## src/rtl/eth_pkg.sv

```systemverilog
// Shared Ethernet constants and the transmit framer state type.
// The CRC helpers here are also used by the GMII receive checker.
package eth_pkg;

  localparam logic [7:0]  PREAMBLE_BYTE = 8'h55;
  localparam logic [7:0]  SFD_BYTE      = 8'hD5;

  localparam logic [31:0] CRC32_POLY    = 32'hEDB88320;
  localparam logic [31:0] CRC32_INIT    = 32'hFFFFFFFF;
  localparam logic [31:0] CRC32_RESIDUE = 32'hDEBB20E3;

  typedef enum logic [2:0] {
    ST_IDLE,
    ST_PRE,
    ST_SFD,
    ST_DATA,
    ST_PAD,
    ST_FCS,
    ST_IFG
  } tx_state_e;

endpackage

```

## src/rtl/gmii_tx_framer_if.sv

```systemverilog
// Payload byte stream into the transmit framer (valid/ready, last marks end of payload).
interface gmii_tx_framer_if;

  logic [7:0] s_data;
  logic       s_valid;
  logic       s_last;
  logic       s_ready;

  modport master (output s_data, output s_valid, output s_last, input s_ready);
  modport slave  (input s_data, input s_valid, input s_last, output s_ready);

endinterface

```

## src/rtl/gmii_tx_framer_crc32_d8.sv

```systemverilog
// Combinational CRC-32 (reflected 0xEDB88320) advance by one byte, LSB first.
// Shared with the GMII receive checker.
module crc32_d8
  import eth_pkg::*;
(
  input  logic [31:0] crc_in,
  input  logic [7:0]  data,
  output logic [31:0] crc_out
);

  logic [31:0] c;

  always_comb begin
    c = crc_in;
    for (int i = 0; i < 8; i++) begin
      if (c[0] ^ data[i]) c = (c >> 1) ^ CRC32_POLY;
      else                c = c >> 1;
    end
    crc_out = c;
  end

endmodule

```

## src/rtl/gmii_tx_framer.sv

```systemverilog
// GMII transmit framer: preamble/SFD, payload, zero pad to minimum size, FCS, IFG.
// Underrun or jabber aborts the frame by sending the uncomplemented CRC.
module gmii_tx_framer
  import eth_pkg::*;
#(
  parameter int MIN_PAYLOAD = 60,
  parameter int MAX_PAYLOAD = 1514,
  parameter int IFG_BYTES   = 12
) (
  input  logic                    clk,
  input  logic                    rst_n,
  gmii_tx_framer_if.slave         s,
  output logic                    gmii_tx_en,
  output logic [7:0]              gmii_txd,
  output logic                    tx_busy,
  output logic                    tx_done,
  output logic                    tx_err
);

  localparam logic [10:0] MIN_CNT  = 11'(MIN_PAYLOAD);
  localparam logic [10:0] MAX_CNT  = 11'(MAX_PAYLOAD);
  localparam logic [7:0]  IFG_LAST = 8'(IFG_BYTES);
  localparam logic [7:0]  PRE_LAST = 8'd5;

  tx_state_e   state_q, state_d;
  logic [10:0] cnt_q, cnt_d;
  logic [7:0]  cyc_q, cyc_d;
  logic [31:0] crc_q, crc_d;
  logic        abort_q, abort_d;
  logic        tx_en_q, tx_en_d;
  logic [7:0]  txd_q, txd_d;
  logic        done_q, done_d;
  logic        err_q, err_d;

  logic [7:0]  crc_din;
  logic [31:0] crc_next;
  logic [31:0] fcs_word;
  logic [10:0] cnt_inc;

  crc32_d8 u_crc (
    .crc_in  (crc_q),
    .data    (crc_din),
    .crc_out (crc_next)
  );

  // An aborted frame carries the raw register so the receiver sees a bad FCS.
  assign fcs_word = abort_q ? crc_q : ~crc_q;
  assign cnt_inc  = cnt_q + 11'd1;

  assign s.s_ready  = (state_q == ST_DATA);
  assign tx_busy    = (state_q != ST_IDLE);
  assign gmii_tx_en = tx_en_q;
  assign gmii_txd   = txd_q;
  assign tx_done    = done_q;
  assign tx_err     = err_q;

  always_comb begin
    state_d = state_q;
    cnt_d   = cnt_q;
    cyc_d   = cyc_q;
    crc_d   = crc_q;
    abort_d = abort_q;
    tx_en_d = 1'b0;
    txd_d   = 8'h00;
    done_d  = 1'b0;
    err_d   = 1'b0;
    crc_din = s.s_data;

    unique case (state_q)
      ST_IDLE: begin
        crc_d   = CRC32_INIT;
        cnt_d   = '0;
        cyc_d   = '0;
        abort_d = 1'b0;
        if (s.s_valid) begin
          state_d = ST_PRE;
          tx_en_d = 1'b1;
          txd_d   = PREAMBLE_BYTE;
        end
      end
      ST_PRE: begin
        tx_en_d = 1'b1;
        txd_d   = PREAMBLE_BYTE;
        if (cyc_q == PRE_LAST) begin
          state_d = ST_SFD;
          cyc_d   = '0;
        end else begin
          cyc_d = cyc_q + 8'd1;
        end
      end
      ST_SFD: begin
        tx_en_d = 1'b1;
        txd_d   = SFD_BYTE;
        state_d = ST_DATA;
      end
      ST_DATA: begin
        tx_en_d = 1'b1;
        if (s.s_valid) begin
          txd_d = s.s_data;
          crc_d = crc_next;
          cnt_d = cnt_inc;
          cyc_d = '0;
          if (s.s_last) begin
            state_d = (cnt_inc < MIN_CNT) ? ST_PAD : ST_FCS;
          end else if (cnt_inc == MAX_CNT) begin
            state_d = ST_FCS;
            abort_d = 1'b1;
          end
        end else begin
          // Underrun: the first abort FCS byte goes out right behind the last data byte.
          txd_d   = crc_q[7:0];
          abort_d = 1'b1;
          cyc_d   = 8'd1;
          state_d = ST_FCS;
        end
      end
      ST_PAD: begin
        tx_en_d = 1'b1;
        crc_din = 8'h00;
        crc_d   = crc_next;
        cnt_d   = cnt_inc;
        if (cnt_inc == MIN_CNT) begin
          state_d = ST_FCS;
          cyc_d   = '0;
        end
      end
      ST_FCS: begin
        tx_en_d = 1'b1;
        unique case (cyc_q[1:0])
          2'd0:    txd_d = fcs_word[7:0];
          2'd1:    txd_d = fcs_word[15:8];
          2'd2:    txd_d = fcs_word[23:16];
          default: txd_d = fcs_word[31:24];
        endcase
        if (cyc_q[1:0] == 2'd3) begin
          done_d  = ~abort_q;
          err_d   = abort_q;
          state_d = ST_IFG;
          cyc_d   = '0;
        end else begin
          cyc_d = cyc_q + 8'd1;
        end
      end
      ST_IFG: begin
        // The first IFG cycle still shows the last FCS byte, so IFG_BYTES+1 state cycles.
        if (cyc_q == IFG_LAST) state_d = ST_IDLE;
        else                   cyc_d   = cyc_q + 8'd1;
      end
      default: state_d = ST_IDLE;
    endcase
  end

  always_ff @(posedge clk or negedge rst_n) begin
    if (!rst_n) begin
      state_q <= ST_IDLE;
      cnt_q   <= '0;
      cyc_q   <= '0;
      crc_q   <= CRC32_INIT;
      abort_q <= 1'b0;
      tx_en_q <= 1'b0;
      txd_q   <= 8'h00;
      done_q  <= 1'b0;
      err_q   <= 1'b0;
    end else begin
      state_q <= state_d;
      cnt_q   <= cnt_d;
      cyc_q   <= cyc_d;
      crc_q   <= crc_d;
      abort_q <= abort_d;
      tx_en_q <= tx_en_d;
      txd_q   <= txd_d;
      done_q  <= done_d;
      err_q   <= err_d;
    end
  end

endmodule

```

## src/flat_wrapper.sv

```systemverilog
// flat-port wrapper written by rule: the top's interface ports become plain ports
module gmii_tx_framer_flat import eth_pkg::*;
#(
  parameter int MIN_PAYLOAD = 60,
  parameter int MAX_PAYLOAD = 1514,
  parameter int IFG_BYTES   = 12
)
  (clk, rst_n, gmii_tx_en, gmii_txd, tx_busy, tx_done, tx_err, s_s_data, s_s_valid, s_s_last, s_s_ready);
  gmii_tx_framer_if s_i ();
  input  logic clk;
  input  logic rst_n;
  output logic gmii_tx_en;
  output logic [7:0] gmii_txd;
  output logic tx_busy;
  output logic tx_done;
  output logic tx_err;
  input wire logic [$bits(s_i.s_data)-1:0] s_s_data;
  input wire logic [$bits(s_i.s_valid)-1:0] s_s_valid;
  input wire logic [$bits(s_i.s_last)-1:0] s_s_last;
  output wire logic [$bits(s_i.s_ready)-1:0] s_s_ready;
  assign s_i.s_data = s_s_data;
  assign s_i.s_valid = s_s_valid;
  assign s_i.s_last = s_s_last;
  assign s_s_ready = s_i.s_ready;
  gmii_tx_framer #(.MIN_PAYLOAD(MIN_PAYLOAD), .MAX_PAYLOAD(MAX_PAYLOAD), .IFG_BYTES(IFG_BYTES)) u_core (.clk(clk), .rst_n(rst_n), .s(s_i), .gmii_tx_en(gmii_tx_en), .gmii_txd(gmii_txd), .tx_busy(tx_busy), .tx_done(tx_done), .tx_err(tx_err));
endmodule
```

## config.mk

```make
export PLATFORM = sky130hd
export DESIGN_NAME = gmii_tx_framer_flat
export DESIGN_NICKNAME = d
export VERILOG_FILES = /design/src/rtl/eth_pkg.sv /design/src/rtl/gmii_tx_framer_if.sv /design/src/rtl/gmii_tx_framer_crc32_d8.sv /design/src/rtl/gmii_tx_framer.sv /design/src/flat_wrapper.sv
export SDC_FILE = /design/constraint.sdc
export NUM_CORES = 1
export LEC_CHECK = 0
export ABC_AREA = 1
export CAP_MARGIN = 20
export CORE_MARGIN = 2
export CORE_UTILIZATION = 40
export DETAILED_ROUTE_END_ITERATION = 8
export GPL_TIMING_DRIVEN = 0
export SLEW_MARGIN = 30
export SYNTH_ARGS = -nofsm -noshare
export SYNTH_HDL_FRONTEND = slang
export SYNTH_HIERARCHICAL = 1
export SYNTH_SLANG_ARGS = --single-unit
```

## constraint.sdc

```tcl
create_clock -name clk -period 6.99 [get_ports clk]
set_clock_uncertainty 0.15 [all_clocks]
set_input_delay 1.0485 -clock clk [delete_from_list [all_inputs] [get_ports clk]]
set_output_delay 1.0485 -clock clk [all_outputs]
set_load 0.05 [all_outputs]
```

==> impl_summary.md, run 1 <==
CTS
The number of H-tree levels is 3. The number of cells upsized or downsized after cts is 0. The tree is rooted in a sky130_fd_sc_hd__clkbuf_16. The total clock buffers created by CTS is 9. The clock-pin transition on the worst setup and hold timing paths is 60 ps. After clock tree synthesis, the setup repair step added 0 buffers. Clock tree synthesis found a total of 66 sinks. The later-pin clock latency in the skew report is 340 ps. Buffers inserted to repair hold after CTS numbered 0. TritonCTS built the clock tree. The maximum number of buffers from clock root to sink is 2.

Worst setup path
The arrival time at the worst endpoint is 2070 ps. Data on the critical path is required at its endpoint by 5790 ps. The cell family contributing the most delay on the critical path is buffers and inverters. Walking the worst path, the cells encountered are inv_2 > nand3_1 > inv_1 > clkdlybuf4s50_1. The capturing instance or port of the critical path is s_s_ready. The reg-to-reg startpoint is u_core/state_q[1]$_DFFE_PN0P_.

Across all register-to-register paths, the minimum setup slack is 4020 ps. The depth of the most critical reg-to-reg path is 20. On the critical path, the stage with the largest delay is an instance of sky130_fd_sc_hd__clkdlybuf4s50_1. The number of buffer and inverter stages on the critical path is 3. The capturing element type of the critical path is an output pin. The category of the most critical setup path is flop to output pin. In this run the number of cells on the critical path is 4. The worst reg2reg path endpoint is u_core/crc_q[19]$_DFFE_PN1P_. The biggest fanout along the worst timing path is 6.

The worst setup path startpoint is u_core/state_q[2]$_DFFE_PN0P_. The longest individual stage delay on the worst path is 820 ps. The worst setup path is launched from a flop.

Placement
The quantity of I/O buffers inserted on ports is 24. The weighted congestion reported at the end of routability-driven placement is 0.902. The area of placed instances is 5690 sq um.

The sum of net half-perimeters after detailed placement is 11000 um. The number of placed instances, taps included is 938.

Die
The die is 118 um wide. The initialized floorplan defines 41 standard-cell rows. The die is 118 um tall.

The die area is 13900 sq um. The region available for standard cell placement spans 12700 sq um. The initial utilization of the core area, before any placement, comes to 0.411. The I/O pin count is 25.

Pwr
For this design the static power due to leakage is 2.86 nW. The power per cell area is 465 nW/um^2. The worst-case IR drop observed on VDD is 0.147 mV.

Routing
The count of nets left with antenna violations once routing finished came out at 0. Summing over every cut layer, the via total after detailed routing is 4818. Dividing the detail-routed via count by the number of cells gives 5.05. In this run, the number of DRC markers left after iteration 0 of detailed routing was 391.

The remaining design rule violation count is 0. The count of TritonRoute iterations in the first routing pass is 5. The routed design has 14200 um of wire. In the final routed layout, each cell accounts on average for 14.9 um.

Global route
The first global-routing pass estimated 23600 um of wire. The number of antenna violations at the first check in global routing came to 0. In the global route stage, overall resource usage came out at 0.212. For this run the aggregate overflow at the end of global routing stands at 0. Entering global routing, the biggest net connects 48 pins.

The number of global-route vias before repair was 4691.

Timing
Hold is met by 355 ps. The highest attainable clock frequency is 306 MHz. The count of final hold-check violations is 0. Setup repair after global routing left no endpoint under its margin. The shortest clock period the worst path allows after layout is 3270 ps. The sum of negative setup slack is 0 ps. For the pin with the worst max-slew slack, the measured transition is 567 ps. The setup violation total in the final timing report is 0.

Dividing the final minimum period by the clock period gives 0.467. Measured against its own limit, the worst slew margin works out to 0.622. The count of pins over their slew limit is 0.

Worst hold path
The worst min-delay path class is flop to flop.

Yosys
Sorting the synthesized cells by how often they occur yields 171 x sky130_fd_sc_hd__nand2_1, 104 x sky130_fd_sc_hd__inv_1, 60 x sky130_fd_sc_hd__nor2_1. The share of synthesized area in the top cell type comes to 0.163. The flip-flop and latch count after synthesis is 66.

The library cell with the largest summed area after synthesis is sky130_fd_sc_hd__dfrtp_1. Of the synthesized area, sequential elements account for 0.325. The area of the mapped netlist is 5210 sq um. For this run, the leading register cell type out of synthesis is sky130_fd_sc_hd__dfrtp_1. The average footprint of a synthesized cell is 7.03 sq um. The number of warning messages in the yosys log is 6. The cell count after synthesis came out at 741. The synthesized design contains 0 enable-type register cells.

After synthesis, the cell types taking the most area are sky130_fd_sc_hd__dfrtp_1 16%, sky130_fd_sc_hd__dfstp_2 16%, sky130_fd_sc_hd__nand2_1 12%. Of all flip-flops after synthesis, the portion carrying an async set or reset was 1.00. The number of nets in the synthesized netlist is 760. The count of cell types in the netlist is 42. Yosys instantiated no cell more often than sky130_fd_sc_hd__nand2_1.

Final layout
Of the cells placed in the final design, the portion with a size suffix greater than 1 is 0.165. Counting the fill cells in the layout gives 1284. After routing the design area is 5950 sq um. For this run, the number of standard cells in the final layout without fillers is 954. The layout net count is 796. The synthesis-to-layout area growth is 14.3%. The number of antenna diodes in the final layout is 0. The final core utilization is 0.470.

Outcome
The flow ran to the end, and the final reports show no timing, DRC or antenna violations.

Job
Max-cap violations in this run came to 0.
-- area by class of cell --
class | count | area (sq um) | area share
inverter | 115 | 432 | 0.0725
multi-input combinational | 541 | 3000 | 0.503
sequential | 66 | 1690 | 0.284
tap | 172 | 215 | 0.0361
clock buffer | 13 | 250 | 0.0420
buffer | 19 | 87.6 | 0.0147
clock inverter | 3 | 15.0 | 0.00252
timing repair buffer | 25 | 265 | 0.0446
-- worst reg2reg max path, delay by kind of cell, from the launching register on --
kind,cells,cell delay [ps]
simple gates,13,1420
flops,1,360
compound gates,2,260
buf+inv,5,700
-- through the flow --
step,power [W],setup WS [ps]
floorplan,0.00192,4520
global placement,0.00231,2410
detailed placement,0.00235,3710
CTS,0.00277,3730
global route,0.00300,3650
finish,0.00277,3720
-- kinds of logic after synthesis --
kind of cell | after synthesis | share of synthesized area
compound gates | 123 | 0.131
xor+xnor | 57 | 0.106
fa+ha+maj | 7 | 0.0168
buf+inv | 134 | 0.0997
flops | 66 | 0.325
simple gates | 354 | 0.322
-- power by group --
part	internal, W	total, W	switching [W]
sequential	0.000560	0.000667	0.000107
clock	0.000248	0.000411	0.000163
combinational	0.000573	0.00169	0.00112
total	0.00138	0.00277	0.00139
-- flip-flops by register name, indices dropped and copies added, names as in the netlist --
name	flops
u_core/abort_q	1
u_core/cnt_q	11
u_core/crc_q	32
u_core/cyc_q	8
u_core/gmii_tx_en	1
u_core/gmii_txd	8
u_core/state_q	3
u_core/tx_done	1
u_core/tx_err	1
-- worst min-delay path by stage --
stage | startpoint | end | slack, ps | cells past startpoint
after global routing | u_core/crc_q[16]$_DFFE_PN1P_ | u_core/crc_q[16]$_DFFE_PN1P_ | 380 | 2
after CTS | u_core/crc_q[16]$_DFFE_PN1P_ | u_core/crc_q[16]$_DFFE_PN1P_ | 350 | 2
after floorplan | u_core/crc_q[25]$_DFFE_PN1P_ | u_core/crc_q[25]$_DFFE_PN1P_ | 320 | 2
final | u_core/crc_q[16]$_DFFE_PN1P_ | u_core/crc_q[16]$_DFFE_PN1P_ | 360 | 2
after detailed placement | u_core/crc_q[16]$_DFFE_PN1P_ | u_core/crc_q[16]$_DFFE_PN1P_ | 340 | 2
after global placement | u_core/crc_q[16]$_DFFE_PN1P_ | u_core/crc_q[16]$_DFFE_PN1P_ | 330 | 2
-- cell usage in the layout, fill, tap and decap left out, drive strengths merged, types with 2 or more instances in the layout --
cell,instances
ha,7
xnor2,11
a21oi,38
nand4,11
dfstp,32
o221ai,3
o22ai,10
o22a,2
nor3,5
dfrtp,34
inv,115
o21ai,64
buf,10
nor2,69
clkinv,3
clkdlybuf4s50,23
a221oi,3
nand3,51
xor2,46
nand2,214
clkbuf,24
-- routing by layer --
layer,wire length [um],global-route usage
met1,6460,0.274
met2,6820,0.358
met3,556,0.0233
met4,358,0.0866
met5,0,0
Power figures use the tool's default switching activity.
==> inputs of run 2 (changes only) <==
clock period = 2.65 ns   (was 6.99 ns; I/O delays follow)
==> run 2 against run 1 <==
Effect of this change: clock power rose to 2.7 times the previous value; final area grew 2.2%; core utilization is 1.1 points higher; critical path depth grew 10; final cell count up 0.73%; first-iteration DRC count up 6.6%; worst setup slack got worse by 3500 ps; total power grew to 2.7 times the previous value; die area unchanged; critical endpoint is now u_core/crc_q[21]$_DFFE_PN1P_.
==> impl_summary.md, run 2 (synthesis results as in run 1) <==
Outcome
Run status: finished clean (unchanged).

Timing
The setup violation total in the final timing report was 0 (unchanged). In the finished design, the share of the clock period the worst path needs comes to 0.933. The count of pins over their slew limit was 0 (unchanged). The shortest clock period the worst path allows after layout is 2470 ps. Unrepaired setup endpoints after global routing: yes (was no).

The worst slew slack as a fraction of its limit is 0.614 (was 0.622). The transition time at the pin with the least slew margin is 579 ps (was 567 ps). The count of final hold-check violations came to 0 (unchanged). The highest attainable clock frequency is 404 MHz. The sum of negative setup slack was 0 ps (unchanged).

Final layout
The number of diodes came to 0 (unchanged). The proportion of layout cells with a drive suffix above 1 was 0.180 (was 0.165). The register with the most flip-flops is u_core/crc_q (unchanged).

The synthesis-to-layout area growth was 16.9% (was 14.3%). The cell area after layout came to 6090 sq um (was 5950 sq um). The flip-flop count of the largest register after layout was 32 (unchanged). The commonest non-fill, non-tap cell in the layout is sky130_fd_sc_hd__nand2_1 (unchanged). Leading cell types in the layout, fill and taps excluded: 169 x sky130_fd_sc_hd__nand2_1, 104 x sky130_fd_sc_hd__inv_1, 58 x sky130_fd_sc_hd__nor2_1, 53 x sky130_fd_sc_hd__o21ai_0, 48 x sky130_fd_sc_hd__nand3_1 (was 171 x sky130_fd_sc_hd__nand2_1, 104 x sky130_fd_sc_hd__inv_1, 60 x sky130_fd_sc_hd__nor2_1, 53 x sky130_fd_sc_hd__o21ai_0, 48 x sky130_fd_sc_hd__nand3_1). Largest registers in the final layout: u_core/crc_q: 32 flops, u_core/cnt_q: 11 flops (unchanged). The layout net count is 803 (was 796).

Die
The die span in x came to 118 um (unchanged). The die area came to 13900 sq um (unchanged). The height of the chip is 118 um (unchanged). The number of rows in the core area is 41 (unchanged). The effective utilization at floorplan is 0.411 (unchanged). The core box area came to 12700 sq um (unchanged). The I/O pin count came to 25 (unchanged).

Global route
The combined global-route utilization of all metal layers is 0.213 (was 0.212). The remaining global-route overflow is 0 (unchanged). The number of antenna violations at the first check in global routing is 0 (unchanged). The number of global-route vias before repair was 4752 (was 4691). The wire length of the first global-routing pass is 23800 um (was 23600 um). The maximum number of pins on one net before global-route repair is 48 (unchanged).

Worst setup path
The biggest fanout along the worst timing path came to 9 (was 6). The required time at the endpoint of the critical path came to 2750 ps (was 5790 ps). The capturing element type of the critical path is a flop (was output pin). The category of the most critical setup path is flop to flop (was flop to output pin). The launching element type of the critical path is a flop (unchanged).

The arrival time at the worst endpoint is 2580 ps (was 2070 ps).

CTS
The total clock buffers created by CTS is 9 (unchanged). The root cell of the clock tree is sky130_fd_sc_hd__clkbuf_16 (unchanged). The later-pin clock latency in the skew report came to 340 ps (about the same). The number of clock sinks is 66 (unchanged).

The clock tree from TritonCTS is yes (unchanged). The clock-pin transition on the worst setup and hold timing paths is 60 ps (about the same). The number of H-tree levels was 3 (unchanged). The maximum number of buffers from clock root to sink came to 2 (unchanged).

Pwr
The maximum resistive drop on vdd is 0.392 mV (was 0.147 mV). The leakage power total is 2.92 nW (was 2.86 nW). The power per cell area is 1220 nW/um^2 (was 465 nW/um^2).

Routing
The remaining design rule violation count is 0 (unchanged). The count of TritonRoute iterations in the first routing pass is 6 (was 5). The routed length on met2 was 6890 um (was 6820 um). The average wire per cell in the routed design is 14.9 um (about the same). The met3 routed wirelength is 515 um (was 556 um). The top layer used by detailed routing is met4 (unchanged). The DRC violation total after the first TritonRoute iteration was 417 (was 391). The mean number of vias per cell is 5.09 (was 5.05).

The via count of the routed design is 4888 (was 4818). The wire length on met1 was 6530 um (was 6460 um). The final antenna-violating net count is 0 (unchanged). The wire length after detailed routing was 14300 um (was 14200 um).

Placement
The quantity of I/O buffers inserted on ports is 24 (unchanged). The weighted congestion reported at the end of routability-driven placement is 0.902 (unchanged). The area of placed instances is 5690 sq um (unchanged).

The sum of net half-perimeters after detailed placement is 11000 um (unchanged).

Worst hold path
The worst min-delay path class is primary input to asynchronous set/reset pin (was flop to flop).

Job
The number of max-cap violations is 0 (unchanged).
run 2: changes by cell type in the layout (fill, tap and decap cells not counted), sizes merged:
cell	previous run	this run
clkbuf	24	23
dlymetal6s2s	0	1
buf	10	17
clkdlybuf4s50	23	22
dlygate4sd3	0	1
run 2: path summary, 6_finish.rpt:
path | cells past startpoint | from | slack, ps | end
min in group clk | 2 | u_core/crc_q[16]$_DFFE_PN1P_ | 360 | u_core/crc_q[16]$_DFFE_PN1P_
hold / removal | 2 | rst_n | 330 | u_core/gmii_txd[6]$_DFF_PN0_
setup reg to reg | 14 | u_core/state_q[1]$_DFFE_PN0P_ | 180 | u_core/crc_q[21]$_DFFE_PN1P_
hold reg to reg | 2 | u_core/crc_q[16]$_DFFE_PN1P_ | 360 | u_core/crc_q[16]$_DFFE_PN1P_
max in group asynchronous | 3 | rst_n | 1430 | u_core/crc_q[2]$_DFFE_PN1P_
setup / recovery | 14 | u_core/state_q[1]$_DFFE_PN0P_ | 180 | u_core/crc_q[21]$_DFFE_PN1P_
run 2: critical path, stage by stage, from the launching register on:
cell	delay [ps]
sky130_fd_sc_hd__dfrtp_2	460
sky130_fd_sc_hd__nor2_4	120
sky130_fd_sc_hd__inv_1	80
sky130_fd_sc_hd__nor2_4	130
sky130_fd_sc_hd__buf_8	150
sky130_fd_sc_hd__nor2_1	60
sky130_fd_sc_hd__nand2_1	90
sky130_fd_sc_hd__nand2_4	160
sky130_fd_sc_hd__xnor2_4	320
sky130_fd_sc_hd__nand2_1	80
sky130_fd_sc_hd__nand2_1	120
sky130_fd_sc_hd__xor2_1	150
sky130_fd_sc_hd__inv_1	50
sky130_fd_sc_hd__o21ai_0	160
sky130_fd_sc_hd__o21ai_1	90
run 2: report_power, final:
| part | internal (W) | switching (W) |
|---|---|---|
| clock network | 0.000654 | 0.000432 |
| logic | 0.00160 | 0.00300 |
| registers | 0.00148 | 0.000293 |
run 2: through the flow:
stage / hold slack (ps) / util / total power, W / worst slack, ps / cells
6_report: 334 / 0.480 / 0.00746 / 177 / 961
5_1_grt: 375 / 0.480 / 0.00807 / -45.8 / 961
4_1_cts: 339 / 0.473 / 0.00735 / 5.22 / 955
3_5_place_dp: 152 / 0.449 / 0.00619 / -306 / 938
3_3_place_gp: 334 / 0.447 / 0.00610 / -1280 / 937
2_1_floorplan: -48.1 / - / 0.00507 / 283 / 741
run 2: area by class of cell:
cell class                 instances  area (sq um)
buffer                            18          92.6
inverter                         115           432
tap                              172           215
multi-input combinational        541          3060
sequential                        66          1690
clock inverter                     3          15.0
fill                            1277          6580
timing repair buffer              33           330
clock buffer                      13           250
run 2: metal layers:
metal,up-vias,GRT usage
li1,2427,-
met1,2308,0.274
met2,125,0.362
met3,28,0.0233
met4,0,0.0866
met5,-,0
run 2: timing repair:
action	4_1_cts	5_1_grt
hold buffers	1	0
pin swaps	0	2
setup endpoints to repair	21	21
endpoints found under the hold margin	19	0
gates resized for setup	9	10
setup buffers	0	7
==> inputs of run 3 (changes only) <==
ABC_AREA = 0   (was 1)
CTS_CLUSTER_DIAMETER = 120   (was unset)
REMOVE_ABC_BUFFERS = 1   (was unset)
==> run 3 against run 2 <==
Effect of this change: sequential cell count unchanged; core utilization up 2.0 points; worst setup slack worse by 140 ps; wire length down 6.3%; worst hold slack worse by 6.3 ps; critical path type unchanged.
==> impl_summary.md, run 3 <==
Routing
The DRC violation total after the first TritonRoute iteration is 221 (was 417). The top layer used by detailed routing is met4 (unchanged). The final antenna-violating net count is 0 (unchanged). The met3 routed wirelength is 669 um (was 515 um). The remaining design rule violation count is 0 (unchanged). The wire length after detailed routing is 13400 um (was 14300 um). The wire length on met1 was 6150 um (was 6530 um). The average wire per cell in the routed design is 19.1 um (was 14.9 um). The via count of the routed design is 4009 (was 4888).

The routed length on met2 is 6260 um (was 6890 um). The count of TritonRoute iterations in the first routing pass came to 5 (was 6). The mean number of vias per cell is 5.70 (was 5.09).

Yosys
The average footprint of a synthesized cell is 9.36 sq um (was 7.03 sq um). Dominant cells by area after synthesis: sky130_fd_sc_hd__dfrtp_1 18%, sky130_fd_sc_hd__dfstp_2 17%, sky130_fd_sc_hd__xnor2_1 14% (was sky130_fd_sc_hd__dfrtp_1 16%, sky130_fd_sc_hd__dfstp_2 16%, sky130_fd_sc_hd__nand2_1 12%). The proportion of register bits with asynchronous set or reset after synthesis was 1.00 (unchanged).

The most instantiated flip-flop cell in the synthesis netlist was sky130_fd_sc_hd__dfrtp_1 (unchanged). List of most frequent post-synthesis cells: 75 x sky130_fd_sc_hd__xnor2_1, 57 x sky130_fd_sc_hd__nand2_1, 41 x sky130_fd_sc_hd__o21ai_0 (was 171 x sky130_fd_sc_hd__nand2_1, 104 x sky130_fd_sc_hd__inv_1, 60 x sky130_fd_sc_hd__nor2_1). The number of warning messages in the yosys log is 6 (unchanged). The library cell with the largest summed area after synthesis was sky130_fd_sc_hd__dfrtp_1 (unchanged).

The sequential share of the synthesized area was 0.348 (was 0.325). The most repeated cell in the gate-level netlist after synthesis is sky130_fd_sc_hd__xnor2_1 (was sky130_fd_sc_hd__nand2_1). The area of the mapped netlist came to 4860 sq um (was 5210 sq um). The flip-flop and latch count after synthesis came to 66 (unchanged).

The count of cell types in the netlist is 72 (was 42). The number of synthesized flops with an enable pin was 0 (unchanged). The top cell type's share of synthesized area came to 0.175 (was 0.163). The synthesized instance count was 519 (was 741).

CTS
The maximum number of buffers from clock root to sink was 2 (unchanged). The total clock buffers created by CTS came to 9 (unchanged). The clock-pin transition on the worst setup and hold timing paths was 50 ps (was 60 ps). The number of H-tree levels was 3 (unchanged).

The later-pin clock latency in the skew report was 340 ps (about the same). The number of clock sinks is 66 (unchanged). The root cell of the clock tree is sky130_fd_sc_hd__clkbuf_16 (unchanged).

The clock tree from TritonCTS was yes (unchanged).

Die
The number of rows in the core area came to 40 (was 41). The die span in x is 114 um (was 118 um). The die area is 13000 sq um (was 13900 sq um).

The effective utilization at floorplan is 0.408 (was 0.411). The I/O pin count is 25 (unchanged). The core box area is 11900 sq um (was 12700 sq um). The height of the chip came to 114 um (was 118 um).

Final layout
The sequential standard cell area is 1700 sq um (was 1690 sq um). The proportion of layout cells with a drive suffix above 1 is 0.232 (was 0.180). The register with the most flip-flops is u_core/crc_q (unchanged). The flip-flop count of the largest register after layout is 32 (unchanged). The final core utilization is 0.501 (was 0.480). The multi-input logic area came to 3230 sq um (was 3060 sq um). The layout net count is 570 (was 803). The count of fill cells added during filler insertion came to 1104 (was 1277). The synthesis-to-layout area growth came to 22.8% (was 16.9%). Largest registers in the final layout: u_core/crc_q: 32 flops, u_core/cnt_q: 11 flops (unchanged). Leading cell types in the layout, fill and taps excluded: 71 x sky130_fd_sc_hd__xnor2_1, 55 x sky130_fd_sc_hd__nand2_1, 39 x sky130_fd_sc_hd__o21ai_0, 32 x sky130_fd_sc_hd__dfstp_2, 30 x sky130_fd_sc_hd__dfrtp_1 (was 169 x sky130_fd_sc_hd__nand2_1, 104 x sky130_fd_sc_hd__inv_1, 58 x sky130_fd_sc_hd__nor2_1, 53 x sky130_fd_sc_hd__o21ai_0, 48 x sky130_fd_sc_hd__nand3_1). The number of diodes was 0 (unchanged). The cell area after layout is 5960 sq um (was 6090 sq um). The commonest non-fill, non-tap cell in the layout is sky130_fd_sc_hd__xnor2_1 (was sky130_fd_sc_hd__nand2_1).

Placement
The area of placed instances is 5200 sq um (was 5690 sq um). The quantity of I/O buffers inserted on ports is 24 (unchanged). The sum of net half-perimeters after detailed placement is 8170 um (was 11000 um). The weighted congestion reported at the end of routability-driven placement is 0.864 (was 0.902).

Worst setup path
The depth of the most critical reg-to-reg path is 10 (was 14). The capturing element type of the critical path is a flop (unchanged). The arrival time at the worst endpoint is 2720 ps (was 2580 ps). The launching element type of the critical path is a flop (unchanged). The biggest fanout along the worst timing path is 9 (unchanged). The required time at the endpoint of the critical path is 2760 ps (was 2750 ps).

The category of the most critical setup path is flop to flop (unchanged).

Outcome
Run status: finished clean (unchanged).

Timing
The highest attainable clock frequency is 383 MHz (was 404 MHz). Unrepaired setup endpoints after global routing: yes (unchanged). The worst slew slack as a fraction of its limit was 0.379 (was 0.614).

The count of pins over their slew limit was 0 (unchanged). The count of final hold-check violations is 0 (unchanged). The transition time at the pin with the least slew margin was 927 ps (was 579 ps).

The fraction of the cycle the final worst path needs is 0.985 (was 0.933). The shortest clock period the worst path allows after layout came to 2610 ps (was 2470 ps). The sum of negative setup slack was 0 ps (unchanged). The setup violation total in the final timing report was 0 (unchanged).

Pwr
The power per cell area is 367 nW/um^2 (was 1220 nW/um^2). The leakage power total is 2.24 nW (was 2.92 nW). The maximum resistive drop on vdd was 0.265 mV (was 0.392 mV).

Job
The number of max-cap violations is 0 (unchanged).

Global route
The number of antenna violations at the first check in global routing is 0 (unchanged). The maximum number of pins on one net before global-route repair is 39 (was 48). The wire length of the first global-routing pass came to 21200 um (was 23800 um).

The remaining global-route overflow came to 0 (unchanged). The number of global-route vias before repair is 4010 (was 4752). The combined global-route utilization of all metal layers is 0.210 (was 0.213).

Worst hold path
The worst min-delay path class was flop to flop (was primary input to asynchronous set/reset pin). Counting instances, the worst hold path has a depth of 2.
## run 3: final cells by class
type | instances | share of cell area
well taps | 147 | 0.0308
repair buffers | 57 | 0.0917
flip-flops and latches | 66 | 0.285
multi-input cells | 409 | 0.541
clock buffers | 16 | 0.0455
inverters | 8 | 0.00525
## run 3: report_power, final
group / leakage, nW / total [W] / switching (W) / internal [W]
registers: 0.772 / 0.00101 / 0 / 0.00101
logic: 1.34 / 0.0000582 / 0.0000355 / 0.0000226
clock network: 0.131 / 0.00112 / 0.000433 / 0.000687
total: 2.24 / 0.00219 / 0.000468 / 0.00172
## run 3: routing by layer
metal | up-vias | track usage
met5 | - | 0
met4 | 0 | 0.0878
met3 | 29 | 0.0445
met2 | 123 | 0.327
met1 | 1966 | 0.284
li1 | 1891 | -
## run 3: worst max-delay path, cell delays in order (launching register included)
cell,delay [ps]
sky130_fd_sc_hd__dfrtp_4,500
sky130_fd_sc_hd__nor2_4,140
sky130_fd_sc_hd__nand2_4,120
sky130_fd_sc_hd__and2_4,210
sky130_fd_sc_hd__xnor2_4,150
sky130_fd_sc_hd__buf_12,160
sky130_fd_sc_hd__xor2_4,170
sky130_fd_sc_hd__xnor3_2,480
sky130_fd_sc_hd__xor2_1,160
sky130_fd_sc_hd__o21ai_0,210
sky130_fd_sc_hd__nand2_1,80
## run 3: logic make-up (layout without fill, tap and decap cells)
family | after synthesis | count (layout) | synth area share
and+or+nand+nor | 154 | 154 | 0.160
adders and majority gates | 7 | 7 | 0.0180
xor gates and xnor gates | 105 | 105 | 0.222
AOI/OAI and AO/OA | 133 | 133 | 0.189
muxes | 10 | 10 | 0.0211
DFF | 66 | 66 | 0.348
buffers and inverters | 44 | 81 | 0.0420
## run 3: final timing paths
| path | slack (ps) | endpoint | from |
|---|---|---|---|
| worst min-delay path | 330 | u_core/crc_q[28]$_DFFE_PN1P_ | u_core/crc_q[28]$_DFFE_PN1P_ |
| worst max register to register | 40 | u_core/crc_q[26]$_DFFE_PN1P_ | u_core/state_q[1]$_DFFE_PN0P_ |
| min in group asynchronous | 390 | u_core/cyc_q[5]$_DFFE_PN0P_ | rst_n |
| worst max-delay path | 40 | u_core/crc_q[26]$_DFFE_PN1P_ | u_core/state_q[1]$_DFFE_PN0P_ |
| worst min register to register | 330 | u_core/crc_q[28]$_DFFE_PN1P_ | u_core/crc_q[28]$_DFFE_PN1P_ |
| max in group asynchronous | 1340 | u_core/crc_q[23]$_DFFE_PN1P_ | rst_n |
## run 3: timing repair
item                                    4_1_cts  5_1_grt
gates resized for setup                      28       20
endpoints found under the hold margin        14        0
hold buffers                                  1        0
endpoints found under the setup margin       53       22
pin swaps                                     9        8
setup buffers                                19       10
## run 3: metrics by stage
step,power [W],hold WS [ps],instances,setup WS [ps]
finish,0.00219,327,703,40.8
global route,0.00226,337,703,-25.2
global placement,0.00108,313,654,-1940
floorplan,0.00103,-48.1,483,-518
detailed placement,0.00109,224,657,-1160
CTS,0.00221,326,693,11.7
